$ cat config.mk
export PLATFORM = sky130hd
export DESIGN_NAME = rr_mux4_arbiter_flat
export DESIGN_NICKNAME = d
export VERILOG_FILES = /design/src/rtl/rr_mux4_arbiter_if.sv /design/src/rtl/rr_mux4_arbiter.sv /design/src/flat_wrapper.sv
export SDC_FILE = /design/constraint.sdc
export NUM_CORES = 1
export LEC_CHECK = 0
export ABC_AREA = 1
export BUFFER_PORTS_ARGS = -buffer_cell sky130_fd_sc_hd__buf_2
export CORE_ASPECT_RATIO = 1.4
export CORE_UTILIZATION = 40
export DETAILED_ROUTE_END_ITERATION = 10
export HOLD_SLACK_MARGIN = 0.08
export PLACE_DENSITY = 0.74
export SYNTH_ARGS = -nofsm -noshare
export SYNTH_HDL_FRONTEND = slang
export SYNTH_SLANG_ARGS = --single-unit
$ cat constraint.sdc
create_clock -name clk -period 1.93 [get_ports clk]
set_clock_uncertainty 0.1 [all_clocks]
set_input_delay 0.2895 -clock clk [delete_from_list [all_inputs] [get_ports clk]]
set_output_delay 0.2895 -clock clk [all_outputs]
set_load 0.01 [all_outputs]
$ cat src/rtl/rr_mux4_arbiter_if.sv
// Bundle for the four-requester shared-mux arbiter: requests and data in, grant/select/mux out.
// slave is the arbiter side, master is the producer/consumer side.
interface rr_mux4_arbiter_if #(
  parameter int unsigned DATA_W = 8
);
  logic [3:0]        req;
  logic [DATA_W-1:0] d0;
  logic [DATA_W-1:0] d1;
  logic [DATA_W-1:0] d2;
  logic [DATA_W-1:0] d3;
  logic [3:0]        gnt;
  logic              s1;
  logic              s0;
  logic              busy;
  logic [DATA_W-1:0] out_data;
  logic              out_valid;

  modport master (
    output req, d0, d1, d2, d3,
    input  gnt, s1, s0, busy, out_data, out_valid
  );

  modport slave (
    input  req, d0, d1, d2, d3,
    output gnt, s1, s0, busy, out_data, out_valid
  );
endinterface

$ cat src/rtl/rr_mux4_arbiter.sv
// Round-robin arbiter sharing one 4:1 data mux among four requesters, with a per-grant hold
// limit that forces a handoff when others are waiting.
module rr_mux4_arbiter #(
  parameter int unsigned DATA_W   = 8,
  parameter int unsigned MAX_HOLD = 4
) (
  input logic              clk,
  input logic              rst_n,
  rr_mux4_arbiter_if.slave bus
);

  if (MAX_HOLD < 1 || MAX_HOLD > 255) begin : g_bad_hold
    $error("MAX_HOLD must be in 1..255");
  end

  typedef enum logic [0:0] {StIdle, StGrant} state_e;

  localparam logic [7:0] HoldMax = 8'(MAX_HOLD);

  state_e     state_q;
  logic [1:0] sel_q;
  logic [1:0] ptr_q;
  logic [3:0] gnt_q;
  logic       busy_q;
  logic [7:0] hold_q;

  // First requester at or after start in rotating order; result is don't-care when r == 0.
  function automatic logic [1:0] pick(input logic [3:0] r, input logic [1:0] start);
    logic [1:0] idx;
    pick = start;
    for (int k = 3; k >= 0; k--) begin
      idx = start + 2'(k);
      if (r[idx]) pick = idx;
    end
  endfunction

  logic [3:0] req;
  logic [1:0] next_ptr;
  logic [3:0] own_mask;
  logic       own_req;
  logic       others;
  logic [1:0] win_idle;
  logic [1:0] win_rel;
  logic       hold_full;

  assign req       = bus.req;
  assign next_ptr  = sel_q + 2'd1;
  assign own_mask  = 4'b0001 << sel_q;
  assign own_req   = req[sel_q];
  assign others    = |(req & ~own_mask);
  assign win_idle  = pick(req, ptr_q);
  assign win_rel   = pick(req, next_ptr);
  assign hold_full = (hold_q == HoldMax);

  always_ff @(posedge clk) begin
    if (!rst_n) begin
      state_q <= StIdle;
      sel_q   <= 2'd0;
      ptr_q   <= 2'd0;
      gnt_q   <= 4'b0000;
      busy_q  <= 1'b0;
      hold_q  <= 8'd0;
    end else begin
      unique case (state_q)
        StIdle: begin
          if (|req) begin
            state_q <= StGrant;
            sel_q   <= win_idle;
            gnt_q   <= 4'b0001 << win_idle;
            busy_q  <= 1'b1;
            hold_q  <= 8'd1;
          end
        end
        StGrant: begin
          if (!own_req) begin
            // Voluntary release: hand off at this same edge if anyone else wants the mux.
            ptr_q <= next_ptr;
            if (others) begin
              sel_q  <= win_rel;
              gnt_q  <= 4'b0001 << win_rel;
              hold_q <= 8'd1;
            end else begin
              state_q <= StIdle;
              gnt_q   <= 4'b0000;
              busy_q  <= 1'b0;
            end
          end else if (hold_full && others) begin
            // Owner still asserting but out of budget; the owner sorts last from next_ptr.
            ptr_q  <= next_ptr;
            sel_q  <= win_rel;
            gnt_q  <= 4'b0001 << win_rel;
            hold_q <= 8'd1;
          end else if (!hold_full) begin
            hold_q <= hold_q + 8'd1;
          end
        end
        default: begin
          state_q <= StIdle;
          gnt_q   <= 4'b0000;
          busy_q  <= 1'b0;
        end
      endcase
    end
  end

  logic [DATA_W-1:0] mux_data;

  always_comb begin
    mux_data = '0;
    if (busy_q) begin
      unique case (sel_q)
        2'd0: mux_data = bus.d0;
        2'd1: mux_data = bus.d1;
        2'd2: mux_data = bus.d2;
        2'd3: mux_data = bus.d3;
        default: mux_data = '0;
      endcase
    end
  end

  assign bus.gnt       = gnt_q;
  assign bus.s1        = sel_q[1];
  assign bus.s0        = sel_q[0];
  assign bus.busy      = busy_q;
  assign bus.out_data  = mux_data;
  assign bus.out_valid = busy_q & req[sel_q];

endmodule

$ cat src/flat_wrapper.sv
// flat-port wrapper written by rule: the top's interface ports become plain ports
module rr_mux4_arbiter_flat 
#(
  parameter int unsigned DATA_W   = 8,
  parameter int unsigned MAX_HOLD = 4
)
  (clk, rst_n, bus_req, bus_d0, bus_d1, bus_d2, bus_d3, bus_gnt, bus_s1, bus_s0, bus_busy, bus_out_data, bus_out_valid);
  rr_mux4_arbiter_if #(.DATA_W(DATA_W)) bus_i ();
  input logic clk;
  input logic rst_n;
  input wire logic [$bits(bus_i.req)-1:0] bus_req;
  input wire logic [$bits(bus_i.d0)-1:0] bus_d0;
  input wire logic [$bits(bus_i.d1)-1:0] bus_d1;
  input wire logic [$bits(bus_i.d2)-1:0] bus_d2;
  input wire logic [$bits(bus_i.d3)-1:0] bus_d3;
  output wire logic [$bits(bus_i.gnt)-1:0] bus_gnt;
  output wire logic [$bits(bus_i.s1)-1:0] bus_s1;
  output wire logic [$bits(bus_i.s0)-1:0] bus_s0;
  output wire logic [$bits(bus_i.busy)-1:0] bus_busy;
  output wire logic [$bits(bus_i.out_data)-1:0] bus_out_data;
  output wire logic [$bits(bus_i.out_valid)-1:0] bus_out_valid;
  assign bus_i.req = bus_req;
  assign bus_i.d0 = bus_d0;
  assign bus_i.d1 = bus_d1;
  assign bus_i.d2 = bus_d2;
  assign bus_i.d3 = bus_d3;
  assign bus_gnt = bus_i.gnt;
  assign bus_s1 = bus_i.s1;
  assign bus_s0 = bus_i.s0;
  assign bus_busy = bus_i.busy;
  assign bus_out_data = bus_i.out_data;
  assign bus_out_valid = bus_i.out_valid;
  rr_mux4_arbiter #(.DATA_W(DATA_W), .MAX_HOLD(MAX_HOLD)) u_core (.clk(clk), .rst_n(rst_n), .bus(bus_i));
endmodule
# After elaboration in Yosys (flattened, before gate mapping)
# Index checks and enable logic that the tools add are counted.
op_classes:
  order_cmp: 9
  n_reduce_logical: 9
  eq_ne: 11
  n_addsub: 8
  bitwise_logic: 4
  mux: 54
  shift: 3
op_table:
  columns: ["operator", "n"]
  rows:
  - ["8-bit two-way mux", 6]
  - ["8-bit one-hot mux with 4 select lines", 1]
  - ["2-bit two-way mux", 14]
  - ["2-bit by 3-bit less-than comparator with 1-bit output, second input constant", 9]
  - ["1-bit binary-select mux with 2-bit select", 9]
  - ["4-bit two-way mux", 4]
  - ["8-bit one-hot mux with 2 select lines", 1]
  - ["1-bit two-way mux", 15]
  - ["1-bit by 2-bit << shifter with 4-bit output, first input constant", 3]
  - ["3-bit AND reduction", 3]
  - ["2-bit adder, second input constant", 4]
  - ["8-bit by 1-bit adder with 8-bit output, second input constant", 1]
  - ["8-bit by 3-bit == test with 1-bit output, second input constant", 1]
  - ["4-bit one-hot mux with 2 select lines", 1]
  - ["4-bit OR reduction", 2]
  - ["2-bit by 1-bit adder with 2-bit output, second input constant", 3]
  - ["2-bit inequality test, second input constant", 3]
  - ["3-bit inequality test, second input constant", 2]
  - ["4-bit bitwise AND", 1]
  - ["2-bit == test, second input constant", 2]
  - ["4-bit inequality test, second input constant", 1]
  - ["4-bit NOT", 1]
  - ["1-bit one-hot mux with 2 select lines", 2]
  - ["2-bit one-hot mux with 2 select lines", 1]
  - ["7 further kinds", 8]
totals:
  input_bits: 38
  word_cells: 104
  reg_bits: 18
  output_inout_bits: 16

# Logic depth before layout (Yosys ltp)
logic_depth:
  depth_word: 12
  ltp_mapped: 17
  ltp_nobuf: 16

# Worst setup path after synthesis
# Ideal clock, no wire load.
synth_timing:
  kind: "register -> register"
  from: "reg u_core.sel_q[0]"
  to: "reg u_core.gnt_q[2], in the netlist u_core.bus.gnt[2]"
  required_ns: 1.713
  setup_ns: 0.117
  synth_period_minus_slack_ns: 2.059
  n_path_buf: 2
  arrival_time_ns: 1.842
  path_stages_with_launch: 15
  slack_ns: -0.129
  cell_sequence: "dfxtp_1 -> buf_6 -> inv_6 -> ha_1 -> buf_2 -> o22ai_1 -> nor2_1 -> inv_1 -> nand2_1 -> nand2_1 -> nand2_1 -> nand2_1 -> clkinv_1 -> nor2_1 -> a21oi_1"
synth_between:
  elab_chain_len: 12
  elab_cells_between_ends: 30
  cone_classes: "add/sub: 4; eq/ne: 1; shift: 2; mux: 18; bitwise: 2; reduce/logical: 3"
synth_rtl:
  columns: ["element", "line", "source"]
  rows:
  - ["start: declaration", "rr_mux4_arbiter.sv:21", "logic [1:0] sel_q;"]
  - ["start signal: assignment", "rr_mux4_arbiter.sv:68", "sel_q <= win_idle;"]
  - ["start signal: assignment", "rr_mux4_arbiter.sv:79", "sel_q <= win_rel;"]
  - ["start signal: assignment", "rr_mux4_arbiter.sv:90", "sel_q <= win_rel;"]
  - ["2-bit by 1-bit adder with 2-bit output (*)", "rr_mux4_arbiter.sv:47", "assign next_ptr = sel_q + 2'd1;"]
  - ["named net u_core.next_ptr[0]", "rr_mux4_arbiter.sv:38", "logic [1:0] next_ptr;"]
  - ["2-bit adder", "rr_mux4_arbiter.sv:32", "idx = start + 2'(k);"]
  - ["1-bit binary-select mux with 2-bit select", "rr_mux4_arbiter.sv:33", "if (r[idx]) pick = idx;"]
  - ["1-bit two-way mux (not written as such)", "rr_mux4_arbiter.sv:33", null]
  - ["2-bit two-way mux (3 in a row)", "rr_mux4_arbiter.sv:33", null]
  - ["2-bit two-way mux (*)", "rr_mux4_arbiter.sv:33", null]
  - ["1-bit by 2-bit << shifter with 4-bit output (*)", "rr_mux4_arbiter.sv:80, rr_mux4_arbiter.sv:91", null]
  - ["4-bit two-way mux, on equally long branches", "rr_mux4_arbiter.sv:78, rr_mux4_arbiter.sv:87", null]
  - ["4-bit two-way mux (*)", "rr_mux4_arbiter.sv:75", "if (!own_req) begin"]
  - ["4-bit one-hot mux with 2 select lines (*)", "rr_mux4_arbiter.sv:64", "unique case (state_q)"]
  - ["end signal: assignment", "rr_mux4_arbiter.sv:69", "gnt_q <= 4'b0001 << win_idle;"]
  - ["end signal: assignment", "rr_mux4_arbiter.sv:80", "gnt_q <= 4'b0001 << win_rel;"]
  - ["end signal: assignment", "rr_mux4_arbiter.sv:91", "gnt_q <= 4'b0001 << win_rel;"]
  - ["end: declaration", "rr_mux4_arbiter.sv:23", "logic [3:0] gnt_q;"]
# Mark *: on every way through the listed nets, which the timed path passes. The rest lies on a longest branch. The select of a mux whose other input is x is not followed.
# A chain may end at the register's enable or synchronous reset.

# Worst setup path in the final report
layout_timing:
  from: "reg u_core.sel_q[0]"
  to: "out bus_out_data[4]"
layout_between:
  elab_chain_len: 3
  elab_cells_between_ends: 6
  cone_classes: "eq/ne: 3; mux: 2; reduce/logical: 1"
layout_rtl:
  columns: ["element", "line", "source"]
  rows:
  - ["2-bit == test (tied with other cells)", "rr_mux4_arbiter.sv:111", "unique case (sel_q)"]
  - ["8-bit one-hot mux with 4 select lines (*)", "rr_mux4_arbiter.sv:111", null]
  - ["8-bit two-way mux (*)", "rr_mux4_arbiter.sv:110", "if (busy_q) begin"]
  - ["end: declaration", "flat_wrapper.sv:20", "output wire logic [$bits(bus_i.out_data)-1:0] bus_out_data;"]
# Every way passes the cells marked *; elsewhere a longest branch is shown, timed or not.

==> run summary <==
Status - finished with violations
Violated checks - DRC
All-Layer GR Usage - 20.1%
Routed WL - 4730 µm
Largest net degree at the start of global routing - 13
Post-synthesis area per instance - 5.73 µm²
CTS max path bufs - 2
Top cells by count, synth - 105 x nand2_1, 29 x inv_1, 27 x nand3_1, 22 x nor2_1
FMAX - 0.528 GHz
Hold WC Path Type - in2reg
Synthesis Warnings - 0
Rel. slew slack - 72.4%
Net Sw Frac - 49.0%
Gr ovfl total - 0
Sequential fraction of the synthesis area - 21.2%
Vias/cell - 5.19
Core area - 3990 µm²
Routability cong. - 0.893
Max Cap Violations - 0
Area growth from synthesis to layout - 32.7%
Count leader, synth - nand2_1
DP Cell Count - 394
Buffers added on ports - 53
CP startpoint kind - register
Share of cells above drive strength 1 - 33.0%
Area leader, netlist - nand2_1
Row cnt - 27
Initial core utilization - 42.7%
# IOs - 54
Crit. End Element - primary output
Wirelength per Cell - 11.7 µm
Final Non-Filler Cells - 404
Top cell type's share of synthesized area - 23.2%
Worst EP arrival - 1510 ps
IR drop worst, VDD - 0.559 mV
Area contributors post-synth - nand2_1 23%, dfxtp_1 21%, nand3_1 7.9%, inv_1 6.4%, a21oi_1 5.3%
Initial antenna violation count - 0
Pwr dens - 1150 nW/µm²
Asr flop ratio synth - 0%
Flop pwr share - 19.4%
Pre-CTS worst setup slack - 20.5 ps
Nets - 406
Final hold violations - 0
Die width - 57.1 µm
Sum Neg Setup Slack - 0 ps
Post-CTS Hold Buffers - 0
Lkg Pwr - 1.16 nW
Tcrit/Tclk final - 98.2%
Post-synth EDFFs - 0
Antenna-violating nets left - 0
Number of DRC markers in iteration 0 - 122
Slew @ Worst Pin - 414 ps
Internal power - 1.32 mW
First-pass GRT wire length - 7420 µm
Final Max Slew Viols - 0
Netlist cell types - 32
Power share of the clock group - 11.9%
FF+latch count, synth - 18
Net switching power - 1.27 mW
H-tree depth - 1
RSZ-0062 raised after global routing - yes
Combinational share of power - 68.7%
CP max FO - 10
Die height - 79.1 µm
Via count - 2097
# DRC - 20
Final hold slack - 293 ps
Post-route minimum period - 1890 ps
CP Class - reg2out
Later-pin clock latency in the skew report - 250 ps
Diodes inserted - 0
Final setup violation count - 0
DP HPWL - 3530 µm
Clock sink total - 18
Post-route setup slack - 35.3 ps
Clock Tree Root - clkbuf_8
Number of global-route vias before repair - 1801
CTS buffer count - 3
Mapped Cells - 297
Mapped cell area - 1700 µm²
Worst Path Required - 1540 ps
First-pass iteration count of the detailed router - 7
CTS tree - done
Clk slew on worst S/H paths - 70 ps
Syn nets - 341
Area of the die - 4520 µm²
Ys flop type - dfxtp_1
## logic make-up after synthesis
kind of cell             share of synthesized area, %
AO/OA/AOI/OAI                                    18.2
XOR/XNOR                                        0.515
adder cells (fa/ha/maj)                          4.41
buffers and inverters                            11.9
flip-flops                                       21.2
AND/OR/NAND/NOR                                  43.7
## critical path: stages, from the launching register on
cell and delay, ps:
dfxtp_4 380, inv_6 60, ha_4 160, buf_6 110, clkinvlp_4 150, o21ai_1 80, a31oi_1 150, buf_2 150
## cell usage in the layout (no fill, tap or decap), types with 2 or more instances in the layout
| master | n |
|---|---|
| o21ai_2 | 4 |
| buf_2 | 53 |
| inv_2 | 8 |
| nand3_1 | 27 |
| a31oi_1 | 9 |
| o22ai_1 | 2 |
| clkbuf_8 | 4 |
| inv_4 | 2 |
| dfxtp_4 | 2 |
| a21oi_1 | 17 |
| buf_4 | 12 |
| nor2_8 | 2 |
| nand2_1 | 96 |
| nand2_2 | 12 |
| o21ai_1 | 13 |
| dfxtp_1 | 15 |
| o21ai_4 | 2 |
| buf_6 | 3 |
| nor2_1 | 20 |
| nand4_1 | 5 |
| nor2_2 | 3 |
| ha_1 | 4 |
| o21ai_0 | 3 |
| inv_1 | 27 |
## power groups by stage
stage,sequential [mW],clock (mW),combinational (mW)
after floorplan,0.509,0,1.12
after global placement,0.516,0,1.49
after detailed placement,0.521,0,1.51
after CTS,0.499,0.322,1.61
after global routing,0.512,0.344,1.99
final,0.502,0.309,1.78
## stage by stage
| step | power [mW] | instance area [µm²] | utilization, % |
|---|---|---|---|
| after floorplan | 1.63 | 1720 | - |
| after global placement | 2.00 | 2060 | 51.7 |
| after detailed placement | 2.03 | 2060 | 51.7 |
| after CTS | 2.43 | 2160 | 54.1 |
| after global routing | 2.84 | 2260 | 56.6 |
| final | 2.59 | 2260 | 56.6 |
## worst paths after layout
check | from | slack [ps] | to | cells after the start
worst max-delay path | u_core.sel_q[0]$_SDFFE_PN0P_ | 40 | bus_out_data[4] | 7
worst min-delay path | rst_n | 290 | u_core.state_q$_SDFF_PN0_ | 3
worst max register to register | u_core.sel_q[0]$_SDFFE_PN0P_ | 70 | u_core.sel_q[0]$_SDFFE_PN0P_ | 12
worst min register to register | u_core.hold_q[4]$_SDFFE_PN0P_ | 370 | u_core.hold_q[4]$_SDFFE_PN0P_ | 2
## registers in the layout, summed over array words and instances (netlist names)
register,cells
u_core.bus.busy,1
u_core.bus.gnt,4
u_core.hold_q,8
u_core.ptr_q,2
u_core.sel_q,2
u_core.state_q,1
## cell type report
class | count | area, µm²
fillers | 393 | 1730
multi-input cells | 231 | 1230
repair buffers | 68 | 389
flip-flops and latches | 18 | 369
inverters | 40 | 164
clock buffers | 4 | 55.1
well taps | 43 | 53.8
## repair_timing
| action | CTS | global route |
|---|---|---|
| pin swaps | 1 | 14 |
| buffers inserted | 4 | 2 |
| cloned | 0 | 0 |
| setup endpoints to repair | 8 | 17 |
| gates resized for setup | 13 | 27 |
## per-layer routing
| metal | up-vias | part of all wire [%] | global-route usage [%] |
|---|---|---|---|
| li1 | 1087 | - | - |
| met4 | 0 | 1.3 | 6.59 |
| met3 | 6 | 6.3 | 2.28 |
| met1 | 931 | 43 | 24.2 |
| met5 | - | 0 | 0 |
| met2 | 73 | 49 | 36.4 |
Power figures use the tool's default switching activity.
